===== src/rtl/jtag_tap_ctrl.sv =====
// TAP controller: 16-state 1149.1 FSM, IR, IDCODE/BYPASS DRs, TDO mux, boundary-chain strobes.
// Latency: outputs decode from the current state, valid one tck edge after the tms sample; tdo is combinational.
// Backpressure: none; the serial port advances on every tck edge.
module jtag_tap_ctrl #(
   parameter int          IR_WIDTH   = 4,
   parameter logic [31:0] IDCODE_VAL = 32'h1000_0A5D
) (
   input  logic                tck,
   input  logic                trst_n,
   input  logic                tms,
   input  logic                tdi,
   output logic                tdo,
   output logic                tdo_en,
   input  logic                bsr_tdo,
   output logic                bsr_capture,
   output logic                bsr_shift,
   output logic                bsr_update,
   output logic                bsr_mode,
   output logic [IR_WIDTH-1:0] instr,
   output logic                tlr
);

   typedef enum logic [3:0] {
      S_TLR, S_RTI, S_SEL_DR, S_CAP_DR, S_SH_DR, S_EX1_DR, S_PAU_DR, S_EX2_DR, S_UPD_DR,
      S_SEL_IR, S_CAP_IR, S_SH_IR, S_EX1_IR, S_PAU_IR, S_EX2_IR, S_UPD_IR
   } tap_state_t;

   localparam logic [IR_WIDTH-1:0] IR_EXTEST  = '0;
   localparam logic [IR_WIDTH-1:0] IR_SAMPLE  = IR_WIDTH'(1);
   localparam logic [IR_WIDTH-1:0] IR_IDCODE  = IR_WIDTH'(2);
   // Fixed 01 pattern in the low bits lets a board-level tool find IR boundaries.
   localparam logic [IR_WIDTH-1:0] IR_CAPTURE = IR_WIDTH'(2'b01);

   tap_state_t          state;
   tap_state_t          state_nxt;
   logic [IR_WIDTH-1:0] ir_shift;
   logic [31:0]         id_shift;
   logic                bypass;
   logic                sel_bsr;
   logic                sel_id;
   logic                sel_byp;

   // Instruction decode: anything that is not a boundary or IDCODE op selects bypass.
   always_comb begin
      sel_bsr = (instr == IR_EXTEST) || (instr == IR_SAMPLE);
      sel_id  = (instr == IR_IDCODE);
      sel_byp = !sel_bsr && !sel_id;
   end

   // State register; trst_n overrides tms.
   always_ff @(posedge tck) begin
      if (!trst_n) state <= S_TLR;
      else         state <= state_nxt;
   end

   // Next-state from tms and Moore outputs decoded from the current state.
   always_comb begin
      state_nxt   = state;
      tdo         = 1'b0;
      tdo_en      = 1'b0;
      bsr_capture = 1'b0;
      bsr_shift   = 1'b0;
      bsr_update  = 1'b0;
      tlr         = (state == S_TLR);
      bsr_mode    = (instr == IR_EXTEST) && (state != S_TLR);
      case (state)
         S_TLR:    state_nxt = tms ? S_TLR    : S_RTI;
         S_RTI:    state_nxt = tms ? S_SEL_DR : S_RTI;
         S_SEL_DR: state_nxt = tms ? S_SEL_IR : S_CAP_DR;
         S_CAP_DR: begin
            state_nxt   = tms ? S_EX1_DR : S_SH_DR;
            bsr_capture = sel_bsr;
         end
         S_SH_DR: begin
            state_nxt = tms ? S_EX1_DR : S_SH_DR;
            tdo_en    = 1'b1;
            bsr_shift = sel_bsr;
            if (sel_id)       tdo = id_shift[0];
            else if (sel_byp) tdo = bypass;
            else              tdo = bsr_tdo;
         end
         S_EX1_DR: state_nxt = tms ? S_UPD_DR : S_PAU_DR;
         S_PAU_DR: state_nxt = tms ? S_EX2_DR : S_PAU_DR;
         S_EX2_DR: state_nxt = tms ? S_UPD_DR : S_SH_DR;
         S_UPD_DR: begin
            state_nxt  = tms ? S_SEL_DR : S_RTI;
            bsr_update = sel_bsr;
         end
         S_SEL_IR: state_nxt = tms ? S_TLR    : S_CAP_IR;
         S_CAP_IR: state_nxt = tms ? S_EX1_IR : S_SH_IR;
         S_SH_IR: begin
            state_nxt = tms ? S_EX1_IR : S_SH_IR;
            tdo_en    = 1'b1;
            tdo       = ir_shift[0];
         end
         S_EX1_IR: state_nxt = tms ? S_UPD_IR : S_PAU_IR;
         S_PAU_IR: state_nxt = tms ? S_EX2_IR : S_PAU_IR;
         S_EX2_IR: state_nxt = tms ? S_UPD_IR : S_SH_IR;
         S_UPD_IR: state_nxt = tms ? S_SEL_DR : S_RTI;
         default:  state_nxt = S_TLR;
      endcase
   end

   // Capture/shift/update of IR and internal DRs; Pause/Exit states hold everything.
   always_ff @(posedge tck) begin
      if (!trst_n) begin
         instr    <= IR_IDCODE;
         ir_shift <= '0;
         id_shift <= '0;
         bypass   <= 1'b0;
      end else begin
         case (state)
            S_TLR: begin
               instr    <= IR_IDCODE;
               ir_shift <= '0;
               id_shift <= '0;
               bypass   <= 1'b0;
            end
            S_CAP_DR: begin
               if (sel_id)       id_shift <= IDCODE_VAL;
               else if (sel_byp) bypass   <= 1'b0;
            end
            S_SH_DR: begin
               if (sel_id)       id_shift <= {tdi, id_shift[31:1]};
               else if (sel_byp) bypass   <= tdi;
            end
            S_CAP_IR: ir_shift <= IR_CAPTURE;
            S_SH_IR:  ir_shift <= {tdi, ir_shift[IR_WIDTH-1:1]};
            S_UPD_IR: instr    <= ir_shift;
            default: ;
         endcase
      end
   end

endmodule


===== config.mk =====
export PLATFORM = sky130hd
export DESIGN_NAME = jtag_tap_ctrl
export DESIGN_NICKNAME = d
export VERILOG_FILES = /design/src/rtl/jtag_tap_ctrl.sv
export SDC_FILE = /design/constraint.sdc
export NUM_CORES = 1
export LEC_CHECK = 0
export ABC_AREA = 1
export CAP_MARGIN = 20
export CELL_PAD_IN_SITES_DETAIL_PLACEMENT = 0
export CELL_PAD_IN_SITES_GLOBAL_PLACEMENT = 1
export CORE_MARGIN = 1.5
export CORE_UTILIZATION = 41
export CTS_CLUSTER_SIZE = 8
export DETAILED_ROUTE_END_ITERATION = 16
export MAX_ROUTING_LAYER = met4
export PLACE_DENSITY = 0.9
export SYNTH_ARGS = -nofsm -noshare
export SYNTH_HDL_FRONTEND = slang
export SYNTH_SLANG_ARGS = --single-unit
export TNS_END_PERCENT = 20

===== constraint.sdc =====
create_clock -name tck -period 1.8 [get_ports tck]
set_input_delay 0.27 -clock tck [delete_from_list [all_inputs] [get_ports tck]]
set_output_delay 0.27 -clock tck [all_outputs]
set_load 0.05 [all_outputs]

==> flow_metrics.py <==
metrics = {
    "status": {
        "status": "finished clean",
    },
    "yosys": {
        "warnings_synthesis": 0,
        "synth_top_family_by_area": "simple AND/OR/NAND/NOR gates",
        "syn-mean-instance-area_um2": 6.33,
        "yosysUniqueCellTypes": 25,
        "synthFlopType": "dfxtp_1",
        "synth_edf_count": 0,
        "yosysMostFrequentCell": "nand2_1",
        "yosysTopAreaCellShare_pct": 39.6,
        "synth_mux_area_share_pct": 0,
        "syn-instance-count": 360,
        "synth_adder_area_share_pct": 0,
        "synthDominantAreaCellType": "dfxtp_1",
        "synth-async-reset-ratio_pct": 0,
        "synth.net_count": 365,
        "ys_seq_elements": 45,
        "post_synth_instance_area_um2": 2280,
        "synthTopCellsByArea": "dfxtp_1 (40%), nand2_1 (19%), nor2_1 (13%)",
        "synth_seq_area_share_pct": 39.6,
        "area_fraction_in_compound_gates_after_synthesis_pct": 6.54,
        "synth_simple_gate_area_share_pct": 42.5,
        "yosys.area_share.xor_xnor_pct": 0,
        "synth_top_cells_by_count": "nand2_1 (117), nor2_1 (79), dfxtp_1 (45)",
    },
    "timing": {
        "setup_viol": 0,
        "finClkSkew_ns": 0.0131,
        "period_share_pct": 97.8,
        "rsz_0062_raised_after_global_routing": "true",
        "fin_crit_ns": 1.76,
        "worst_slack_ns": 0.0400,
        "maxClockFrequency_mhz": 568,
        "tightest_slew_ns": 0.547,
        "timing.max_slew.rel_slack_pct": 63.5,
        "slew_violations": 0,
        "hold_viol": 0,
    },
    "placement": {
        "placement.setup.worst_slack_ns": 0.169,
        "gp_congestion": 0.847,
        "port_buffer_count": 15,
        "placed_cells": 439,
        "detailedPlacementHpwl_um": 3280,
    },
    "critical_path": {
        "critical_path.max_fanout": 3,
        "critPathSlowestCell": "clkdlybuf4s50_1",
        "crit_path_start_kind": "register",
        "timing.setup.critical_path_class": "register to primary output",
        "critPathArrivalTime_ns": 1.49,
        "worstPathCellList": "clkdlybuf4s50_1",
        "max_stage_delay_ns": 0.82,
        "path_delay_family": "buffers and inverters",
        "timing.critical_path.to_type": "primary output",
        "crit_buf_inv": 1,
        "cp.required_ns": 1.53,
    },
    "grt": {
        "global_route.usage.total_pct": 17.8,
        "overflow_after_grt": 0,
        "pin_count_of_the_biggest_net_entering_global_routing": 33,
        "grt_antenna_before_repair": 0,
        "grt_pass1_vias": 1933,
        "global_route_wire_length_before_repair_um": 8470,
    },
    "layout": {
        "n_antenna_cell": 0,
        "multi_input_comb_area_um2": 1150,
        "nFillCells": 542,
        "finalNonFillerCells": 450,
        "register_area_um2": 910,
        "final_nets": 384,
        "post_route_cells_drive_above_1_share_pct": 13.7,
        "areaGrowthSynthToFinish_pct": 18.5,
    },
    "detailed_routing": {
        "route.detailed.drc": 0,
        "drc_marker_count_from_the_first_detailed_route_iteration": 120,
        "dr_total_vias": 2092,
        "drt-total-wl_um": 4850,
        "via_per_inst": 4.65,
        "wl_per_cell_um": 10.8,
        "ant_nets": 0,
        "dr.pass1.iters": 4,
    },
    "clock_network": {
        "ctsHoldBuffers": 0,
        "cts_max_path_buffers": 2,
        "numCtsBuffers": 5,
        "clkLatencyLatePin_ns": 0.31,
        "ctsRootBufferMaster": "clkbuf_8",
        "worst_path_clk_slew_ns": 0.09,
        "cts_num_sinks": 45,
        "clock_tree_from_tritoncts": "yes",
        "cts-htree-levels": 2,
    },
    "pwr": {
        "netSwitchingPower_uw": 682,
        "p_per_area_nw_per_um2": 801,
        "power.total_uw": 2160,
        "power.leakage_uw": 0.00125,
        "ir_drop_mv": 0.544,
        "internal_power_uw": 1480,
        "switching_share_pct": 31.5,
        "pwr-share-seq_pct": 50.6,
        "pwr-share-comb_pct": 18.5,
        "p_clk_share_pct": 30.9,
    },
    "floorplan": {
        "placement_rows": 26,
        "coreArea_um2": 5240,
        "die_height_um": 77.5,
        "die_width_um": 77.5,
        "starting_density_of_the_core_pct": 43.5,
        "boundaryPins": 16,
        "floorplan.die_area_um2": 6010,
    },
    "job": {
        "timing.max_cap.violations": 0,
    },
    "worst_hold_path": {
        "hold_path.class": "register to register",
    },
}
-- final timing paths --
check | from | endpoint | slack, ns | cells after the start
max | instr[1]$_SDFFE_PN1P_ | instr[1] | 0.04 | 1
max reg2reg | state[2]$_SDFF_PN0_ | id_shift[25]$_SDFFE_PN0P_ | 0.23 | 10
min | id_shift[4]$_SDFFE_PN0P_ | id_shift[4]$_SDFFE_PN0P_ | 0.48 | 2
min reg2reg | id_shift[4]$_SDFFE_PN0P_ | id_shift[4]$_SDFFE_PN0P_ | 0.48 | 2
-- stage by stage --
| step | setup TNS (ns) | hold WS [ns] | cell area (um^2) | util [%] |
|---|---|---|---|---|
| 4_1_cts | 0 | 0.484 | 2650 | 50.7 |
| 2_1_floorplan | -0.247 | 0.417 | 2280 | - |
| 5_1_grt | -0.0351 | 0.502 | 2700 | 51.5 |
| 3_3_place_gp | 0 | 0.465 | 2540 | 48.5 |
| 3_5_place_dp | 0 | 0.469 | 2540 | 48.5 |
| 6_report | 0 | 0.481 | 2700 | 51.5 |
-- logic make-up (layout without fill, tap and decap cells) --
family | after synthesis | in the layout
AO/OA/AOI/OAI | 28 | 28
buffers and inverters | 55 | 75
flip-flops | 45 | 45
AND/OR/NAND/NOR | 232 | 232
-- cell usage in the layout (no fill, tap or decap) --
| cell type | instances |
|---|---|
| nor3_1 | 1 |
| a21o_1 | 1 |
| nor2_1 | 74 |
| buf_4 | 12 |
| nand3_1 | 20 |
| inv_6 | 1 |
| a21oi_1 | 17 |
| dlymetal6s2s_1 | 2 |
| inv_2 | 2 |
| dfxtp_2 | 1 |
| o211ai_1 | 1 |
| o21ai_0 | 4 |
| nand2_1 | 115 |
| buf_12 | 7 |
| dfxtp_1 | 42 |
| nand4_1 | 1 |
| clkinv_4 | 1 |
| nor3_2 | 1 |
| o21ai_1 | 3 |
| nor2_4 | 3 |
| a21boi_0 | 1 |
| o22ai_1 | 1 |
| nand2_4 | 5 |
| clkbuf_8 | 5 |
| nor2_2 | 5 |
| and3_1 | 1 |
| dfxtp_4 | 2 |
| clkinvlp_4 | 1 |
| clkdlybuf4s50_1 | 5 |
| inv_1 | 39 |
| nand3_2 | 1 |
| nand2_2 | 5 |
-- per-layer routing --
layer	part of all wire [%]	wire length, um	GRT usage [%]
met1	52	2550	24.0
met5	0	0	-
met3	3.5	168	3.41
met2	43	2070	26.1
met4	1.4	66	7.09
-- state kept, by name, indices dropped and copies added, names as in the netlist --
register	cells
id_shift	32
instr	4
state	4
bypass	1
ir_shift	4
-- power groups by stage --
stage | Combinational [uW] | Sequential, uW | Clock, uW
3_5_place_dp | 397 | 1120 | 0
4_1_cts | 402 | 1100 | 686
5_1_grt | 470 | 1100 | 719
2_1_floorplan | 342 | 1110 | 0
6_report | 401 | 1090 | 668
3_3_place_gp | 392 | 1120 | 0
-- area by class of cell --
class / instances / area share (%)
well taps: 70 / 3.25
inverters: 41 / 5.70
flip-flops and latches: 45 / 33.7
clock buffers: 5 / 2.55
repair buffers: 26 / 11.3
multi-input cells: 260 / 42.6
clock inverters: 3 / 0.927
-- what timing repair did --
item                                    CTS  global route
gates resized for setup                   7            11
buffers inserted                          0             3
pin swaps                                 0             1
endpoints found under the setup margin    5             6
hold endpoints to repair                  0             0
(Power assumes the default switching activity.)
